[config.mk]
export PLATFORM = sky130hd
export DESIGN_NAME = mips_operand_fetch
export DESIGN_NICKNAME = d
export VERILOG_FILES = /design/src/rtl/mips_operand_fetch.sv
export SDC_FILE = /design/constraint.sdc
export NUM_CORES = 2
export LEC_CHECK = 0
export CAP_MARGIN = 20
export CELL_PAD_IN_SITES_DETAIL_PLACEMENT = 0
export CELL_PAD_IN_SITES_GLOBAL_PLACEMENT = 1
export CORE_ASPECT_RATIO = 0.6
export CORE_MARGIN = 4
export CORE_UTILIZATION = 50
export CTS_CLUSTER_DIAMETER = 100
export DETAILED_ROUTE_END_ITERATION = 12
export PLACE_DENSITY = 0.76
export SLEW_MARGIN = 20
export SYNTH_ARGS = -nofsm -noshare
export SYNTH_HDL_FRONTEND = slang
export SYNTH_SLANG_ARGS = --single-unit
[constraint.sdc]
create_clock -name clk -period 2.28 [get_ports clk]
set_clock_uncertainty 0.1 [all_clocks]
set_input_delay 0.228 -clock clk [delete_from_list [all_inputs] [get_ports clk]]
set_output_delay 0.228 -clock clk [all_outputs]
set_load 0.01 [all_outputs]
[src/rtl/mips_operand_fetch.sv]
// Decode / operand-fetch stage: 32x32 register file with writeback bypass,
// instruction decode into ALU operands and control, and the ID/EX register.
module mips_operand_fetch #(
  parameter int DATA_W = 32
) (
  input  logic              clk,
  input  logic              reset_n,
  input  logic              instr_valid,
  input  logic [31:0]       instruction,
  input  logic              stall,
  input  logic              flush,
  input  logic              wb_enable,
  input  logic [4:0]        wb_addr,
  input  logic [DATA_W-1:0] wb_data,
  output logic [DATA_W-1:0] content1,
  output logic [DATA_W-1:0] content2,
  output logic [2:0]        ALUControlBit,
  output logic [4:0]        dest_reg,
  output logic              reg_write,
  output logic              ex_valid,
  output logic              illegal_instr
);

  // Handshake: instr_valid qualifies instruction on the edge it is sampled;
  // there is no ready. stall holds the ID/EX register, flush empties it, and
  // flush wins. The writeback port ignores both.

  logic [DATA_W-1:0] rf_q [32];
  logic [DATA_W-1:0] rf_d [32];
  logic              wb_we;

  logic [5:0]        opcode;
  logic [4:0]        rs;
  logic [4:0]        rt;
  logic [4:0]        rd;
  logic [4:0]        shamt;
  logic [5:0]        funct;
  logic [15:0]       imm;

  logic [DATA_W-1:0] rs_val;
  logic [DATA_W-1:0] rt_val;
  logic [DATA_W-1:0] imm_sext;
  logic [DATA_W-1:0] imm_zext;
  logic [DATA_W-1:0] shamt_ext;

  logic [DATA_W-1:0] dec_c1;
  logic [DATA_W-1:0] dec_c2;
  logic [2:0]        dec_alu;
  logic [4:0]        dec_dest;
  logic              dec_rw;
  logic              dec_ill;

  logic [DATA_W-1:0] content1_q, content1_d;
  logic [DATA_W-1:0] content2_q, content2_d;
  logic [2:0]        alu_ctrl_q, alu_ctrl_d;
  logic [4:0]        dest_reg_q, dest_reg_d;
  logic              reg_write_q, reg_write_d;
  logic              ex_valid_q, ex_valid_d;
  logic              illegal_q, illegal_d;

  assign opcode    = instruction[31:26];
  assign rs        = instruction[25:21];
  assign rt        = instruction[20:16];
  assign rd        = instruction[15:11];
  assign shamt     = instruction[10:6];
  assign funct     = instruction[5:0];
  assign imm       = instruction[15:0];
  assign imm_sext  = {{(DATA_W-16){imm[15]}}, imm};
  assign imm_zext  = {{(DATA_W-16){1'b0}}, imm};
  assign shamt_ext = {{(DATA_W-5){1'b0}}, shamt};

  assign wb_we = wb_enable && (wb_addr != 5'd0);

  always_comb begin
    rf_d = rf_q;
    if (wb_we) rf_d[wb_addr] = wb_data;
  end

  // $0 reads as zero regardless of bypass; otherwise same-cycle writes win.
  always_comb begin
    rs_val = rf_q[rs];
    if (rs == 5'd0)                    rs_val = '0;
    else if (wb_we && (wb_addr == rs)) rs_val = wb_data;
    rt_val = rf_q[rt];
    if (rt == 5'd0)                    rt_val = '0;
    else if (wb_we && (wb_addr == rt)) rt_val = wb_data;
  end

  always_comb begin
    dec_c1   = rs_val;
    dec_c2   = rt_val;
    dec_alu  = 3'b000;
    dec_dest = rt;
    dec_rw   = 1'b1;
    dec_ill  = 1'b0;
    case (opcode)
      6'b000000: begin
        dec_dest = rd;
        case (funct)
          6'b100000: dec_alu = 3'b010;
          6'b100010: dec_alu = 3'b110;
          6'b100100: dec_alu = 3'b000;
          6'b100101: dec_alu = 3'b001;
          6'b100110: dec_alu = 3'b011;
          6'b101010: dec_alu = 3'b111;
          6'b000000: begin
            dec_alu = 3'b100;
            dec_c1  = rt_val;
            dec_c2  = shamt_ext;
          end
          6'b000010: begin
            dec_alu = 3'b101;
            dec_c1  = rt_val;
            dec_c2  = shamt_ext;
          end
          default: dec_ill = 1'b1;
        endcase
      end
      6'b001000: begin dec_alu = 3'b010; dec_c2 = imm_sext; end
      6'b001010: begin dec_alu = 3'b111; dec_c2 = imm_sext; end
      6'b001100: begin dec_alu = 3'b000; dec_c2 = imm_zext; end
      6'b001101: begin dec_alu = 3'b001; dec_c2 = imm_zext; end
      6'b000100: begin dec_alu = 3'b110; dec_rw = 1'b0; end
      default:   dec_ill = 1'b1;
    endcase
    if (dec_ill) begin
      dec_c1   = '0;
      dec_c2   = '0;
      dec_alu  = 3'b000;
      dec_dest = 5'd0;
      dec_rw   = 1'b0;
    end
  end

  always_comb begin
    content1_d  = content1_q;
    content2_d  = content2_q;
    alu_ctrl_d  = alu_ctrl_q;
    dest_reg_d  = dest_reg_q;
    reg_write_d = reg_write_q;
    ex_valid_d  = ex_valid_q;
    illegal_d   = illegal_q;
    if (flush) begin
      reg_write_d = 1'b0;
      ex_valid_d  = 1'b0;
      illegal_d   = 1'b0;
    end else if (!stall) begin
      content1_d  = dec_c1;
      content2_d  = dec_c2;
      alu_ctrl_d  = dec_alu;
      dest_reg_d  = dec_dest;
      reg_write_d = instr_valid && dec_rw;
      ex_valid_d  = instr_valid;
      illegal_d   = instr_valid && dec_ill;
    end
  end

  always_ff @(posedge clk or negedge reset_n) begin
    if (!reset_n) begin
      for (int i = 0; i < 32; i++) rf_q[i] <= '0;
      content1_q  <= '0;
      content2_q  <= '0;
      alu_ctrl_q  <= 3'b000;
      dest_reg_q  <= 5'd0;
      reg_write_q <= 1'b0;
      ex_valid_q  <= 1'b0;
      illegal_q   <= 1'b0;
    end else begin
      rf_q        <= rf_d;
      content1_q  <= content1_d;
      content2_q  <= content2_d;
      alu_ctrl_q  <= alu_ctrl_d;
      dest_reg_q  <= dest_reg_d;
      reg_write_q <= reg_write_d;
      ex_valid_q  <= ex_valid_d;
      illegal_q   <= illegal_d;
    end
  end

  assign content1      = content1_q;
  assign content2      = content2_q;
  assign ALUControlBit = alu_ctrl_q;
  assign dest_reg      = dest_reg_q;
  assign reg_write     = reg_write_q;
  assign ex_valid      = ex_valid_q;
  assign illegal_instr = illegal_q;

endmodule

==> Yosys cells after proc, flatten, opt, wreduce, memory -nomap -nowiden <==
Index checks and enable logic that the tools add are counted.
{ "word_totals": {"ff_bits": 1099, "input_bits": 75, "out_inout_bits": 75} }
{ "classes": {"n_lt_le_gt_ge": 4, "eq_ne": 15, "n_mux": 34, "bitwise": 5, "reduce_logical": 17} }
{ "ops": {"columns": ["op", "n"], "rows": [
  ["1024-bit bitwise mux", 1],
  ["32-bit 2-to-1 mux", 14],
  ["32-bit binary-select mux with 5-bit select", 2],
  ["32-bit demux with 5-bit select", 1],
  ["32-bit one-hot mux with 3 select lines", 1],
  ["6-bit equality test, second input constant", 6],
  ["6-bit by 4-bit equality test with 1-bit output, second input constant", 4],
  ["3-bit one-hot mux with 7 select lines", 1],
  ["6-bit >= comparator, second input constant", 3],
  ["5-bit inverter with 6-bit output", 3],
  ["3-bit one-hot mux with 5 select lines", 1],
  ["6-bit logical NOT", 2],
  ["5-bit equality test", 2],
  ["5-bit logical NOT", 2],
  ["5-bit 2-to-1 mux", 2],
  ["1-bit 2-to-1 mux", 9],
  ["8-bit OR reduction", 1],
  ["6-bit by 2-bit equality test with 1-bit output, second input constant", 1],
  ["6-bit by 3-bit equality test with 1-bit output, second input constant", 1],
  ["1-bit logical AND", 6],
  ["6-bit by 1-bit less-than comparator with 1-bit output, second input constant", 1],
  ["2-bit OR reduction", 3],
  ["5-bit nonzero test", 1],
  ["5-bit OR reduction", 1],
  ["other kinds (5)", 6]
]} }

==> Depth between registers and ports, before layout <==
{ "depth": {"depth_word": 9, "ltp_mapped": 11, "ltp_nobuf": 7} }

==> Least setup slack after synthesis <==
OpenSTA, ideal clock, no wires.
{ "synth_timing": {"path_type": "input to register", "startpoint": "input port instruction[21]", "endpoint": "register content1_q[10], in the netlist content1[10]", "arrival_time_ps": 2192, "required_ps": 2046, "path_slack_ps": -145, "stages": 8, "path_buffers": 2, "path_cell_list": "buf_2 clkbuf_1 mux4_2 mux4_2 a21oi_1 nand2_1 o21ai_0 o21ai_0"} }
{ "synth_between": {"elab_chain_cells": 9, "word_cells_on_any_way": 12} }
{ "synth_rtl": {"columns": ["element", "line_no", "source"], "rows": [
  ["from (decl)", "9", "input logic [31:0] instruction,"],
  ["5-bit inverter with 6-bit output (not written as such)", "81", "rs_val = rf_q[rs];"],
  ["32-bit binary-select mux with 5-bit select", "81", null],
  ["32-bit 2-to-1 mux (not written as such) (2 in a row)", "81", null],
  ["32-bit 2-to-1 mux", "83", "else if (wb_we && (wb_addr == rs)) rs_val = wb_data;"],
  ["32-bit 2-to-1 mux (*)", "82", "if (rs == 5'd0) rs_val = '0;"],
  ["32-bit 2-to-1 mux", "99", "case (funct)"],
  ["32-bit 2-to-1 mux (*)", "96", "case (opcode)"],
  ["32-bit 2-to-1 mux (*)", "126", "if (dec_ill) begin"],
  ["to (signal assigned)", "170", "content1_q <= content1_d;"],
  ["to (decl)", "53", "logic [DATA_W-1:0] content1_q, content1_d;"]
]} }
Mark *: on every way between the ends. The rest lies on a longest branch, timed or not. The select of a mux whose other input is x is not followed.
A chain may end at the register's enable or synchronous reset.

==> Worst setup path in the final report <==
{ "layout_timing": {"startpoint": "register rf_q[862] (netlist bit)", "endpoint": "register content1_q[30], in the netlist content1[30]"} }
{ "layout_between": {"elab_chain_cells": 8, "word_cells_on_any_way": 13} }
{ "layout_rtl": {"columns": ["element", "line_no", "source"], "rows": [
  ["from (decl)", "28", "logic [DATA_W-1:0] rf_q [32];"],
  ["from (signal assigned)", "169", "rf_q <= rf_d;"],
  ["32-bit binary-select mux with 5-bit select (on tied branches)", "81, 84", null],
  ["32-bit 2-to-1 mux (on tied branches) (2 in a row)", "81, 84", null],
  ["32-bit 2-to-1 mux (on tied branches)", "83, 86", null],
  ["32-bit 2-to-1 mux (on tied branches)", "82, 85", null],
  ["32-bit 2-to-1 mux", "99", null],
  ["32-bit 2-to-1 mux (*)", "96", null],
  ["32-bit 2-to-1 mux (*)", "126", null]
]} }
Marks and branches as above.

==> results.cfg <==
[outcome]
status = finished, violations left
violations = negative setup slack

[finish]
nets = 4739
final_cell_area_um2 = 71500
regMostFlops = rf_q
fillers = 8858
area_growth_pct = 21.9
multiInputGateArea_um2 = 29600
final_common_cell = dfrtp_1
final_cell_mix = 1099 x dfrtp_1, 1029 x mux2_2, 498 x mux2i_1
largest_register_ffs = 1024
final-seq-area_um2 = 27500
drive_gt1_share_pct = 47.3
final_core_utilization_pct = 61.3

[clocking]
cts_root_buffer = clkbuf_16
clk_latency_ns = 0.73
cts_tree = yes
clkTransAtPathRegs_ns = 0.07
cts_buffers = 104
clkSinkCount = 1099
htree_num_levels = 3
clk_path_buf_depth = 3

[synthesis]
yosysSeqAreaShare_pct = 46.9
ys_types = 67
yosys_warnings = 0
ys_ff_latch = 1099
synth_flop_cell = dfrtp_1
syn_area_per_cell_um2 = 13.8
synthArstFlopShare_pct = 100
syn_nets = 4332
netlist_instances = 4257
synth_edf_count = 0
syn_area_um2 = 58700

[setup_path]
cp-startpoint = rf_q[862]
r2r_start = rf_q[862]
critical_path_class = reg2reg
reg2reg_depth = 5
reg2reg_slack_ns = -0.01
worstPathMaxFanout = 3
arrival_ns = 2.81
regToRegEndpoint = content1[30]
crit_required_ns = 2.80
critPathCaptureType = flip-flop
start_kind = flip-flop

[drt]
drtAntennaViolNets = 0
drc = 0
routed_wl_mm = 214
drt_iter0_markers = 5103
vias = 42400
wl_per_cell_um = 33.7
viasPerCell = 6.68
firstDrtPassIters = 6

[pwr]
p_leak_nw = 32.0
power_frac_comb_pct = 20.9
p_seq_share_pct = 43.9
internal_power_mw = 42.5
switchingPower_mw = 16.2
switching_share_pct = 27.6
ir_drop_v = 0.000618
power_frac_clock_pct = 35.1
power.density_nw_per_um2 = 821
total_power_mw = 58.7

[die]
start_util_pct = 50.3
dieWidth_um = 450
die_area_um2 = 123000
core_area_um2 = 117000
rows = 97
fp.dieH_um = 273
ios = 150

[placed_design]
pre_cts_ws_ns = -0.866
place_hpwl_mm = 147
placed_area_um2 = 67400
place.gp.congestion = 0.932
portBuffers = 149

[global_route]
groute.usage.overall_pct = 34.6
grt_pass1_wl_mm = 309
gr-total-overflow = 0
antenna_found_initial = 3
grt_start_max_net_pins = 99
grt_pass1_vias = 41900

[hold_path]
hp-class = in2reg
hp-start = instruction[11]
hold_depth = 3
holdPathEnd = content2[11]

[sta]
rsz0062_at_grt = true
finalSetupViolCount = 1
tns_ns = -0.0122
worst_slew_pin_slew_ns = 0.855
hold_viol_final = 0
period_share_pct = 101
slew-limit-headroom_pct = 42.8
setup_ws_ns = -0.0122
fin_crit_ns = 2.29
slew_viol_final = 0
fmax_mhz = 436

[run]
max_cap_viol_count = 0
[worst max path at each step]
| stage | cells after the start | end | slack [ns] |
|---|---|---|---|
| after floorplan | 9 | content1[10] | -0.05 |
| after global placement | 9 | content2[19] | -0.81 |
| after detailed placement | 9 | content2[21] | -0.87 |
| after CTS | 1 | content1[0] | 0.006 |
| after global routing | 7 | content1[30] | -0.03 |
| final | 5 | content1[30] | -0.01 |
[critical path, cell delays in order (launching register included)]
cell and delay (ns):
dfrtp_1 0.43, mux4_2 0.51, mux4_2 0.48, mux2i_2 0.27, a211oi_1 0.12, a221o_1 0.27
[repair_timing]
item,in CTS,in global routing
hold buffers,4,0
endpoints found under the setup margin,19,10
setup buffers,1,1
resized for setup,6,10
hold endpoints to repair,564,0
pin swaps,1,5
[power by group through the flow]
stage | clock [mW] | sequential, mW | combinational (mW)
after detailed placement | 0 | 26.0 | 12.1
after CTS | 20.8 | 25.6 | 12.2
after global routing | 21.7 | 26.2 | 13.1
after floorplan | 0 | 25.0 | 8.17
final | 20.6 | 25.8 | 12.3
after global placement | 0 | 25.8 | 11.8
[metrics by stage]
step,hold slack [ns],instances
floorplan,-0.168,4257
global placement,0.154,6137
detailed placement,0.151,6137
CTS,0.0360,6338
global route,0.0950,6339
finish,0.0851,6343
[cells in the mapped netlist (11+ instances only)]
| master | number | area (um^2) |
|---|---|---|
| o21ai_1 | 11 | 55.1 |
| mux2_2 | 1029 | 11600 |
| buf_1 | 57 | 214 |
| mux2i_1 | 499 | 4990 |
| nand4_1 | 52 | 325 |
| o22ai_1 | 45 | 282 |
| mux4_2 | 323 | 7270 |
| a21oi_1 | 46 | 230 |
| buf_4 | 34 | 255 |
| nand2_1 | 124 | 465 |
| o31ai_1 | 16 | 120 |
| clkbuf_1 | 261 | 980 |
| dfrtp_1 | 1099 | 27500 |
| buf_2 | 106 | 531 |
| a22o_1 | 17 | 149 |
| a22oi_1 | 252 | 1890 |
| nor2_1 | 69 | 259 |
| o21ai_0 | 61 | 305 |
| nand3_1 | 11 | 55.1 |
[metal layers]
metal | vias up | global-route usage [%] | share of wire (%)
li1 | 17100 | - | -
met1 | 22400 | 51.2 | 43
met2 | 2516 | 47.5 | 41
met3 | 394 | 12.9 | 13
met4 | 2 | 9.69 | 3.1
met5 | - | 0 | 0.027
[kinds of logic after synthesis]
| group | synth area share (%) |
|---|---|
| mux | 40.7 |
| flops | 46.9 |
| compound gates | 5.79 |
| buf+inv | 3.46 |
| simple gates | 3.04 |
| xor+xnor | 0.164 |
| fa+ha+maj | 0.0171 |
[cell type report]
cell class	count	share of cell area, %
multi-input cells	2694	41.4
clock inverters	46	1.19
well taps	1584	2.77
repair buffers	763	11.7
diodes	5	0.0175
inverters	2	0.0105
clock buffers	150	4.48
flip-flops and latches	1099	38.4
Note: power is estimated with default switching activity, not from simulation.
